**config.mk**
```make
export PLATFORM = sky130hd
export DESIGN_NAME = memory_responder_flat
export DESIGN_NICKNAME = d
export VERILOG_FILES = /design/src/rtl/memory_responder_if.sv /design/src/rtl/memory_responder.sv /design/src/flat_wrapper.sv
export SDC_FILE = /design/constraint.sdc
export NUM_CORES = 2
export LEC_CHECK = 0
export ABC_CLOCK_PERIOD_IN_PS = 7700
export BUFFER_PORTS_ARGS = -buffer_cell sky130_fd_sc_hd__buf_2
export CAP_MARGIN = 25
export CORE_MARGIN = 8
export CORE_UTILIZATION = 35
export DETAILED_ROUTE_END_ITERATION = 10
export SETUP_SLACK_MARGIN = 0.2
export SLEW_MARGIN = 20
export SYNTH_ARGS = -nofsm -noshare
export SYNTH_HDL_FRONTEND = slang
export SYNTH_SLANG_ARGS = --single-unit
```
**constraint.sdc**
```tcl
create_clock -name clock -period 7.7 [get_ports clock]
set_clock_uncertainty 0.1 [all_clocks]
set_input_delay 1.54 -clock clock [delete_from_list [all_inputs] [get_ports clock]]
set_output_delay 1.54 -clock clock [all_outputs]
set_load 0.005 [all_outputs]
```
**src/rtl/memory_responder_if.sv**
```systemverilog
// Request/response bundle between a load/store requester and memory_responder.
// The requester holds its access flag until it samples the reset_memory_access pulse.
interface memory_responder_if;
  logic        memory_access_load_byte;
  logic        memory_access_load_halfword;
  logic        memory_access_store_byte;
  logic        memory_access_store_halfword;
  logic [15:0] target_address;
  logic [15:0] target_data;
  logic [15:0] memory_data;
  logic        reset_memory_access;
  logic        busy;
  logic        conflict_error;

  modport master (
    output memory_access_load_byte, memory_access_load_halfword,
           memory_access_store_byte, memory_access_store_halfword,
           target_address, target_data,
    input  memory_data, reset_memory_access, busy, conflict_error
  );

  modport slave (
    input  memory_access_load_byte, memory_access_load_halfword,
           memory_access_store_byte, memory_access_store_halfword,
           target_address, target_data,
    output memory_data, reset_memory_access, busy, conflict_error
  );
endinterface

```
**src/rtl/memory_responder.sv**
```systemverilog
// Byte-wide RAM responder: services byte/halfword loads and stores in one or two
// byte beats (little-endian) and acknowledges each with a one-cycle pulse.
module memory_responder #(
  parameter int unsigned ADDR_WIDTH  = 8,
  parameter int unsigned WAIT_STATES = 0
) (
  input logic               clock,
  input logic               reset,
  memory_responder_if.slave bus
);

  typedef enum logic [2:0] {ST_IDLE, ST_WAIT, ST_LO, ST_HI, ST_ACK} state_e;
  typedef enum logic [1:0] {OP_LB, OP_LH, OP_SB, OP_SH} op_e;

  localparam int unsigned DEPTH = 2 ** ADDR_WIDTH;

  state_e                  state_q, state_d;
  op_e                     op_q, op_d;
  logic [ADDR_WIDTH-1:0]   addr_q, addr_d, addr_hi;
  logic [15:0]             wdata_q, wdata_d;
  logic [3:0]              cnt_q, cnt_d;
  logic [7:0]              lo_q, lo_d;
  logic [15:0]             mdata_q, mdata_d;
  logic                    conflict_q, conflict_d;
  logic                    we;
  logic [ADDR_WIDTH-1:0]   waddr;
  logic [7:0]              wbyte;
  logic [3:0]              req;
  logic                    is_store;

  logic [7:0] mem [DEPTH];

  assign req = {bus.memory_access_store_halfword, bus.memory_access_store_byte,
                bus.memory_access_load_halfword,  bus.memory_access_load_byte};
  assign addr_hi  = addr_q + ADDR_WIDTH'(1);
  assign is_store = (op_q == OP_SB) || (op_q == OP_SH);

  if (ADDR_WIDTH < 16) begin : g_addr_unused
    logic addr_unused;
    assign addr_unused = ^bus.target_address[15:ADDR_WIDTH];
  end

  always_comb begin
    state_d    = state_q;
    op_d       = op_q;
    addr_d     = addr_q;
    wdata_d    = wdata_q;
    cnt_d      = cnt_q;
    lo_d       = lo_q;
    mdata_d    = mdata_q;
    conflict_d = conflict_q;
    we         = 1'b0;
    waddr      = addr_q;
    wbyte      = wdata_q[7:0];
    unique case (state_q)
      ST_IDLE: begin
        if (|req) begin
          if (req[3])      op_d = OP_SH;
          else if (req[2]) op_d = OP_SB;
          else if (req[1]) op_d = OP_LH;
          else             op_d = OP_LB;
          // More than one bit set: clearing the lowest set bit leaves something behind.
          if (|(req & (req - 4'd1))) conflict_d = 1'b1;
          addr_d  = bus.target_address[ADDR_WIDTH-1:0];
          wdata_d = bus.target_data;
          cnt_d   = 4'(WAIT_STATES);
          state_d = (WAIT_STATES > 0) ? ST_WAIT : ST_LO;
        end
      end
      ST_WAIT: begin
        cnt_d = cnt_q - 4'd1;
        if (cnt_q <= 4'd1) state_d = ST_LO;
      end
      ST_LO: begin
        if (is_store) begin
          we    = 1'b1;
          waddr = addr_q;
          wbyte = wdata_q[7:0];
        end else begin
          lo_d = mem[addr_q];
          if (op_q == OP_LB) mdata_d = {8'h00, mem[addr_q]};
        end
        state_d = ((op_q == OP_LB) || (op_q == OP_SB)) ? ST_ACK : ST_HI;
      end
      ST_HI: begin
        if (is_store) begin
          we    = 1'b1;
          waddr = addr_hi;
          wbyte = wdata_q[15:8];
        end else begin
          mdata_d = {mem[addr_hi], lo_q};
        end
        state_d = ST_ACK;
      end
      ST_ACK:  state_d = ST_IDLE;
      default: state_d = ST_IDLE;
    endcase
  end

  always_ff @(posedge clock) begin
    if (reset) begin
      state_q    <= ST_IDLE;
      mdata_q    <= '0;
      conflict_q <= 1'b0;
      cnt_q      <= '0;
    end else begin
      state_q    <= state_d;
      mdata_q    <= mdata_d;
      conflict_q <= conflict_d;
      cnt_q      <= cnt_d;
    end
  end

  always_ff @(posedge clock) begin
    op_q    <= op_d;
    addr_q  <= addr_d;
    wdata_q <= wdata_d;
    lo_q    <= lo_d;
  end

  // A write scheduled on a reset edge is dropped; earlier beats stay in the array.
  always_ff @(posedge clock) begin
    if (we && !reset) mem[waddr] <= wbyte;
  end

  assign bus.memory_data         = mdata_q;
  assign bus.reset_memory_access = (state_q == ST_ACK);
  assign bus.busy                = (state_q != ST_IDLE);
  assign bus.conflict_error      = conflict_q;

endmodule

```
**src/flat_wrapper.sv**
```systemverilog
// flat-port wrapper written by rule: the top's interface ports become plain ports
module memory_responder_flat 
#(
  parameter int unsigned ADDR_WIDTH  = 8,
  parameter int unsigned WAIT_STATES = 0
)
  (clock, reset, bus_memory_access_load_byte, bus_memory_access_load_halfword, bus_memory_access_store_byte, bus_memory_access_store_halfword, bus_target_address, bus_target_data, bus_memory_data, bus_reset_memory_access, bus_busy, bus_conflict_error);
  memory_responder_if bus_i ();
  input logic clock;
  input logic reset;
  input wire logic [$bits(bus_i.memory_access_load_byte)-1:0] bus_memory_access_load_byte;
  input wire logic [$bits(bus_i.memory_access_load_halfword)-1:0] bus_memory_access_load_halfword;
  input wire logic [$bits(bus_i.memory_access_store_byte)-1:0] bus_memory_access_store_byte;
  input wire logic [$bits(bus_i.memory_access_store_halfword)-1:0] bus_memory_access_store_halfword;
  input wire logic [$bits(bus_i.target_address)-1:0] bus_target_address;
  input wire logic [$bits(bus_i.target_data)-1:0] bus_target_data;
  output wire logic [$bits(bus_i.memory_data)-1:0] bus_memory_data;
  output wire logic [$bits(bus_i.reset_memory_access)-1:0] bus_reset_memory_access;
  output wire logic [$bits(bus_i.busy)-1:0] bus_busy;
  output wire logic [$bits(bus_i.conflict_error)-1:0] bus_conflict_error;
  assign bus_i.memory_access_load_byte = bus_memory_access_load_byte;
  assign bus_i.memory_access_load_halfword = bus_memory_access_load_halfword;
  assign bus_i.memory_access_store_byte = bus_memory_access_store_byte;
  assign bus_i.memory_access_store_halfword = bus_memory_access_store_halfword;
  assign bus_i.target_address = bus_target_address;
  assign bus_i.target_data = bus_target_data;
  assign bus_memory_data = bus_i.memory_data;
  assign bus_reset_memory_access = bus_i.reset_memory_access;
  assign bus_busy = bus_i.busy;
  assign bus_conflict_error = bus_i.conflict_error;
  memory_responder #(.ADDR_WIDTH(ADDR_WIDTH), .WAIT_STATES(WAIT_STATES)) u_core (.clock(clock), .reset(reset), .bus(bus_i));
endmodule
```
# Word-level counts from Yosys, hierarchy flattened
# Memory sizes are Yosys's and may differ from the RTL's. A register that Yosys moved wholly into a read port is not among the register bits.
# Cells that the tools add are included.
totals:
  in_bits: 38
  romBits: 0
  n_memories: 1
  ramBits: 2048
  elab_cells: 67
  output_inout_bits: 19
  ff_bits: 58
  latch_bits: 0
mem_list:
  columns: ["memory", "words", "word_bits", "rd", "rd_ports_with_merged_regs", "wr", "line_no", "source"]
  rows:
  - ["u_core.mem", 256, 8, 2, 1, 1, "memory_responder.sv:31", "logic [7:0] mem [DEPTH];"]
op_classes:
  div_mod_pow: 0
  mul: 0
  shift: 0
  muxes: 21
  reduce_logical: 19
  bitwise_logic: 2
  addsub: 3
  order_cmp: 1
  eq_ne: 11
ops:
  columns: ["op", "n"]
  rows:
  - ["$mux W16", 3]
  - ["$mux W8", 5]
  - ["$pmux W16 S2", 1]
  - ["$pmux W3 S4", 1]
  - ["$mux W3", 3]
  - ["$add A8 B1 Y8 const B", 1]
  - ["$pmux W4 S2", 1]
  - ["$reduce_and A2 Y1", 4]
  - ["$reduce_or A4 Y1", 2]
  - ["$sub A4 B1 Y4 const B", 2]
  - ["$eq A3 B2 Y1 const B", 2]
  - ["$mux W1", 6]
  - ["$ne A2 B1 Y1 const B", 3]
  - ["$and A4 B4 Y4", 1]
  - ["$eq A2 B2 Y1 const B", 2]
  - ["$le A4 B1 Y1 const B", 1]
  - ["$mux W4", 1]
  - ["$ne A2 B2 Y1 const B", 2]
  - ["$reduce_and A4 Y1", 1]
  - ["$reduce_bool A2 Y1", 2]
  - ["$reduce_or A2 Y1", 2]
  - ["$eq A3 B1 Y1 const B", 1]
  - ["$eq A3 B3 Y1 const B", 1]
  - ["$logic_not A3 Y1", 1]
  - ["7 further kinds", 8]

# Longest topological paths before layout
logic_depth:
  ltp_word: 7
  depth_mapped: 14
  depth_no_buf: 9

# Worst setup path before layout
# No wires, ideal clock.
synth_path:
  kind: "flip-flop to flip-flop"
  startpoint: "register u_core.state_q[1]"
  endpoint: "memory u_core.mem[0][0] (data pin)"
  arrival_time_ns: 4.506
  setup_slack_ns: 2.272
  t_required_ns: 6.777
  n_path_buf: 2
  path_stages_with_launch: 7
  setup_ns: 0.823
  synth_period_minus_slack_ns: 5.428
  cell_sequence: "dfxtp_1 buf_2 nand3b_1 nor2_1 clkbuf_1 nand2_1 nand2_1"
synth_via:
  elab_chain_len: 2
synth_lines:
  columns: ["element", "line_no", "source"]
  rows:
  - ["start, declared", "memory_responder.sv:17", "state_e state_q, state_d;"]
  - ["start signal, assigned", "memory_responder.sv:107", "state_q <= state_d;"]
  - ["$eq A3 B2 Y1", "memory_responder.sv:55", "unique case (state_q)"]
  - ["$mux W8", null, null]
  - ["named net u_core.wbyte[0]", "memory_responder.sv:27", "logic [7:0] wbyte;"]
  - ["end, declared", "memory_responder.sv:31", null]
# The timed path passes the listed nets, and every way through them passes these cells.

# Worst setup path in the final report
layout_path:
  startpoint: "register u_core.addr_q[0]"
  endpoint: "register u_core.mdata_q[8] (netlist: u_core.bus.memory_data[8])"
layout_via:
  elab_chain_len: 4
layout_lines:
  columns: ["element", "line_no", "source"]
  rows:
  - ["start, declared", "memory_responder.sv:19", "logic [ADDR_WIDTH-1:0] addr_q, addr_d, addr_hi;"]
  - ["start signal, assigned", "memory_responder.sv:116", "addr_q <= addr_d;"]
  - ["$add A8 B1 Y8", "memory_responder.sv:35", "assign addr_hi = addr_q + ADDR_WIDTH'(1);"]
  - ["$mem_v2 Z256 W8", null, null]
  - ["$mux W16", "memory_responder.sv:86", "if (is_store) begin"]
  - ["$pmux W16 S2", "memory_responder.sv:55", null]
  - ["end signal, assigned", "memory_responder.sv:108", "mdata_q <= mdata_d;"]
  - ["end, declared", "memory_responder.sv:23", "logic [15:0] mdata_q, mdata_d;"]
# No other way between the ends. The select of a mux whose other input is x is not followed.
# A chain may end at the register's enable or synchronous reset.

==> summary.txt <==
Route
  – Residual DRC count: 0
  – Met1 wire length: 124000 microns
  – WL final: 339000 microns
  – Via count: 58300
  – WL met2: between 150000 and 200000 microns
  – Met3 routed WL: 40500 microns
  – Wire per inst: 36.9 microns
  – Initial DRC Count: 9275
  – Post-DR vias/cell: 6.35
  – TritonRoute pass-1 iters: 9
  – Antenna Violating Nets Remaining: 0
  – DR top layer: met5

Synth
  – Yosys top cell by area: edfxtp_1
  – Ys Warns: 0
  – Synth cell types: 82
  – Proportion of synthesized chip area in sequential cells: 63.8%
  – Post-synth EDFFs: 2082
  – Avg Inst Size Synth: 19.1 sq um
  – Synth Instances: 5190
  – Syn nets: 5231
  – Flops & latches, synth: 2114
  – Async SR Flop Fraction: 0%
  – Post-Syn Area: 99000 sq um
  – Post-synth top cells: edfxtp_1 (2082), mux4_2 (1071), nand2_1 (372)
  – Share of the synthesized area in the top cell type: 63.2%
  – Most frequent cell after synthesis: edfxtp_1
  – Top_reg_cell synth: edfxtp_1
  – Top post-synthesis cells by area: edfxtp_1 (63%), mux4_2 (24%), mux2i_1 (1.8%), nand2_1 (1.4%), nor2_1 (1.3%)

Clock network
  – # hold bufs at CTS: 0
  – H-tree depth: 4
  – CTS Buf Count: 219
  – Setup bufs post-CTS: 0
  – Root Driver: clkbuf_16
  – CTS resizes: 0
  – CTS tree: built
  – Count of clock tree sinks: 2114
  – Clock transition at path regs: 0.07 ns
  – Worst-Skew Late Latency: around 0.91 ns
  – Clk buf depth: 3

Hold path
  – Hold Path Class: reg2reg

Floorplanning
  – Die Area: ~300000 sq um
  – Die H: 548 microns
  – Initial Util: 35.1%
  – Std cell rows: 195
  – I/O pins: 57
  – Die X-Extent: 548 microns
  – Placeable Area: between 200000 and 300000 sq um

Timing
  – FMAX: 0.181 GHz
  – Slew margin rel.: 16.9%
  – Crit share post-route: 71.6%
  – Final slew viol count: 0
  – Final hold vios: 0
  – Setup tns final: 0 ns
  – Period minus WS final: 5.51 ns
  – Unrepaired setup endpoints after global routing: no
  – # setup viols final: 0
  – Worst-margin pin slew: 1.25 ns

Critical path
  – Worst R2R End: u_core.bus.memory_data[8]
  – Critical path launch point type: flip-flop
  – Worst Path Required: 8.35 ns
  – Critical path class: reg2reg
  – Worst setup EP type: flip-flop
  – Path depth of the worst reg2reg path: 8
  – Launch point of the worst path: u_core.addr_q[0]
  – Worst r2r src: u_core.addr_q[0]
  – Crit path arrival time: approximately 6.2 ns
  – CP Max Fanout: 32
  – Setup crit end: u_core.bus.memory_data[8]
  – Reg2Reg Setup Slack: 2.19 ns

Run status
  – Run status: completed

Global routing
  – Number of global-route vias before repair: 57500
  – Pin count of the biggest net entering global routing: around 240
  – Tot GR Track Use: 21.9%
  – Initial antenna violation count: 19
  – Wire length of the first global-routing pass: between 400000 and 500000 microns
  – GRT overflow: 0

Place
  – Placed insts: 8752
  – DP HPWL: approximately 220000 microns
  – Gpl congestion: 0.980
  – PortBufs: between 40 and 50

Layout
  – # fillers: 25100
  – Layout cells sized above 1: 31.7%
  – Util after Layout: 39.5%
  – Layout Nets: 5289
  – Final Non-Filler Cells: 9179
  – Area growth, synth to finish: 12.4%

Pwr
  – Peak supply drop: 0.000234 V
  – Pwr per Cell Area: 286 nW/um^2
  – Leak: 34.3 nW

Flow run
  – Max-Cap Viols: 0
-- cell usage in the layout (no fill, tap or decap), types with 54 or more instances in the layout --
master	count
nand3_1	59
a22oi_1	54
mux4_2	1071
nand2_1	348
nor2_1	317
o22ai_1	63
buf_4	140
mux2i_1	180
clkbuf_16	220
edfxtp_1	2082
a21oi_1	64
-- per-layer routing --
layer,up-vias,track usage (%)
met5,-,0.529
met4,16,11.9
met3,790,6.95
met2,3932,33.1
met1,31400,28.2
li1,22200,-
-- power by group --
group	internal, W	total (W)	switching (W)
registers	0.0131	0.0132	0.000131
logic	0.00287	0.00775	0.00488
clock network	0.00625	0.0109	0.00467
-- worst min path at each step --
stage / endpoint / from / cells after the start
detailed placement: u_core.cnt_q[3] / u_core.cnt_q[3] / 2
floorplan: u_core.bus.memory_data[11] / u_core.bus.memory_data[11] / 2
CTS: u_core.cnt_q[3] / u_core.cnt_q[3] / 2
global route: u_core.cnt_q[3] / u_core.cnt_q[3] / 2
global placement: u_core.bus.conflict_error / u_core.bus.conflict_error / 2
finish: u_core.cnt_q[3] / u_core.cnt_q[3] / 2
-- registers in the layout, indices dropped and copies added, names as in the netlist, named ones only --
signal	count
u_core.cnt_q	4
u_core.op_q	2
u_core.wdata_q	16
u_core.bus.memory_data	16
u_core.bus.conflict_error	1
u_core.lo_q	8
u_core.mem	2048
u_core.addr_q	8
u_core.state_q	3
-- logic make-up (layout without fill, tap and decap cells) --
logic type	count (synthesis)	in the layout	synth area share, %
buffers and inverters	409	642	2.24
muxes	1273	1273	26.5
DFF	2114	2114	63.8
and+or+nand+nor	943	943	4.11
AOI/OAI and AO/OA	430	430	3.08
xor gates and xnor gates	17	17	0.177
adders and majority gates	4	4	0.0480
other	0	13	0
-- worst max-delay path, cell delays in order, from the launching register on --
cell and delay, ns:
edfxtp_1 0.74, ha_4 0.99, buf_4 0.64, mux4_2 0.60, mux2i_1 0.22, o22ai_1 0.32, or4_1 0.73, a221oi_1 0.75
a32oi_1 0.21
-- metrics by stage --
step	setup WS (ns)	hold slack (ns)	power, W	cell area (sq um)
floorplan	2.27	0.346	0.0182	99000
global placement	2.22	0.360	0.0210	103000
detailed placement	2.36	0.388	0.0210	104000
CTS	2.35	0.396	0.0318	111000
global route	2.20	0.416	0.0325	111000
finish	2.19	0.398	0.0318	111000
-- layout make-up --
cell class / count / area [sq um] / share of cell area, %
antenna: 13 / 32.5 / 0.0292
tap: 3743 / 4680 / 4.21
inverter: 15 / 63.8 / 0.0573
clock buffer: 254 / 5630 / 5.06
multi-input combinational: 2667 / 33900 / 30.5
clock inverter: 142 / 1650 / 1.49
timing repair buffer: 231 / 2150 / 1.93
sequential: 2114 / 63200 / 56.8
Power figures use the tool's default switching activity.
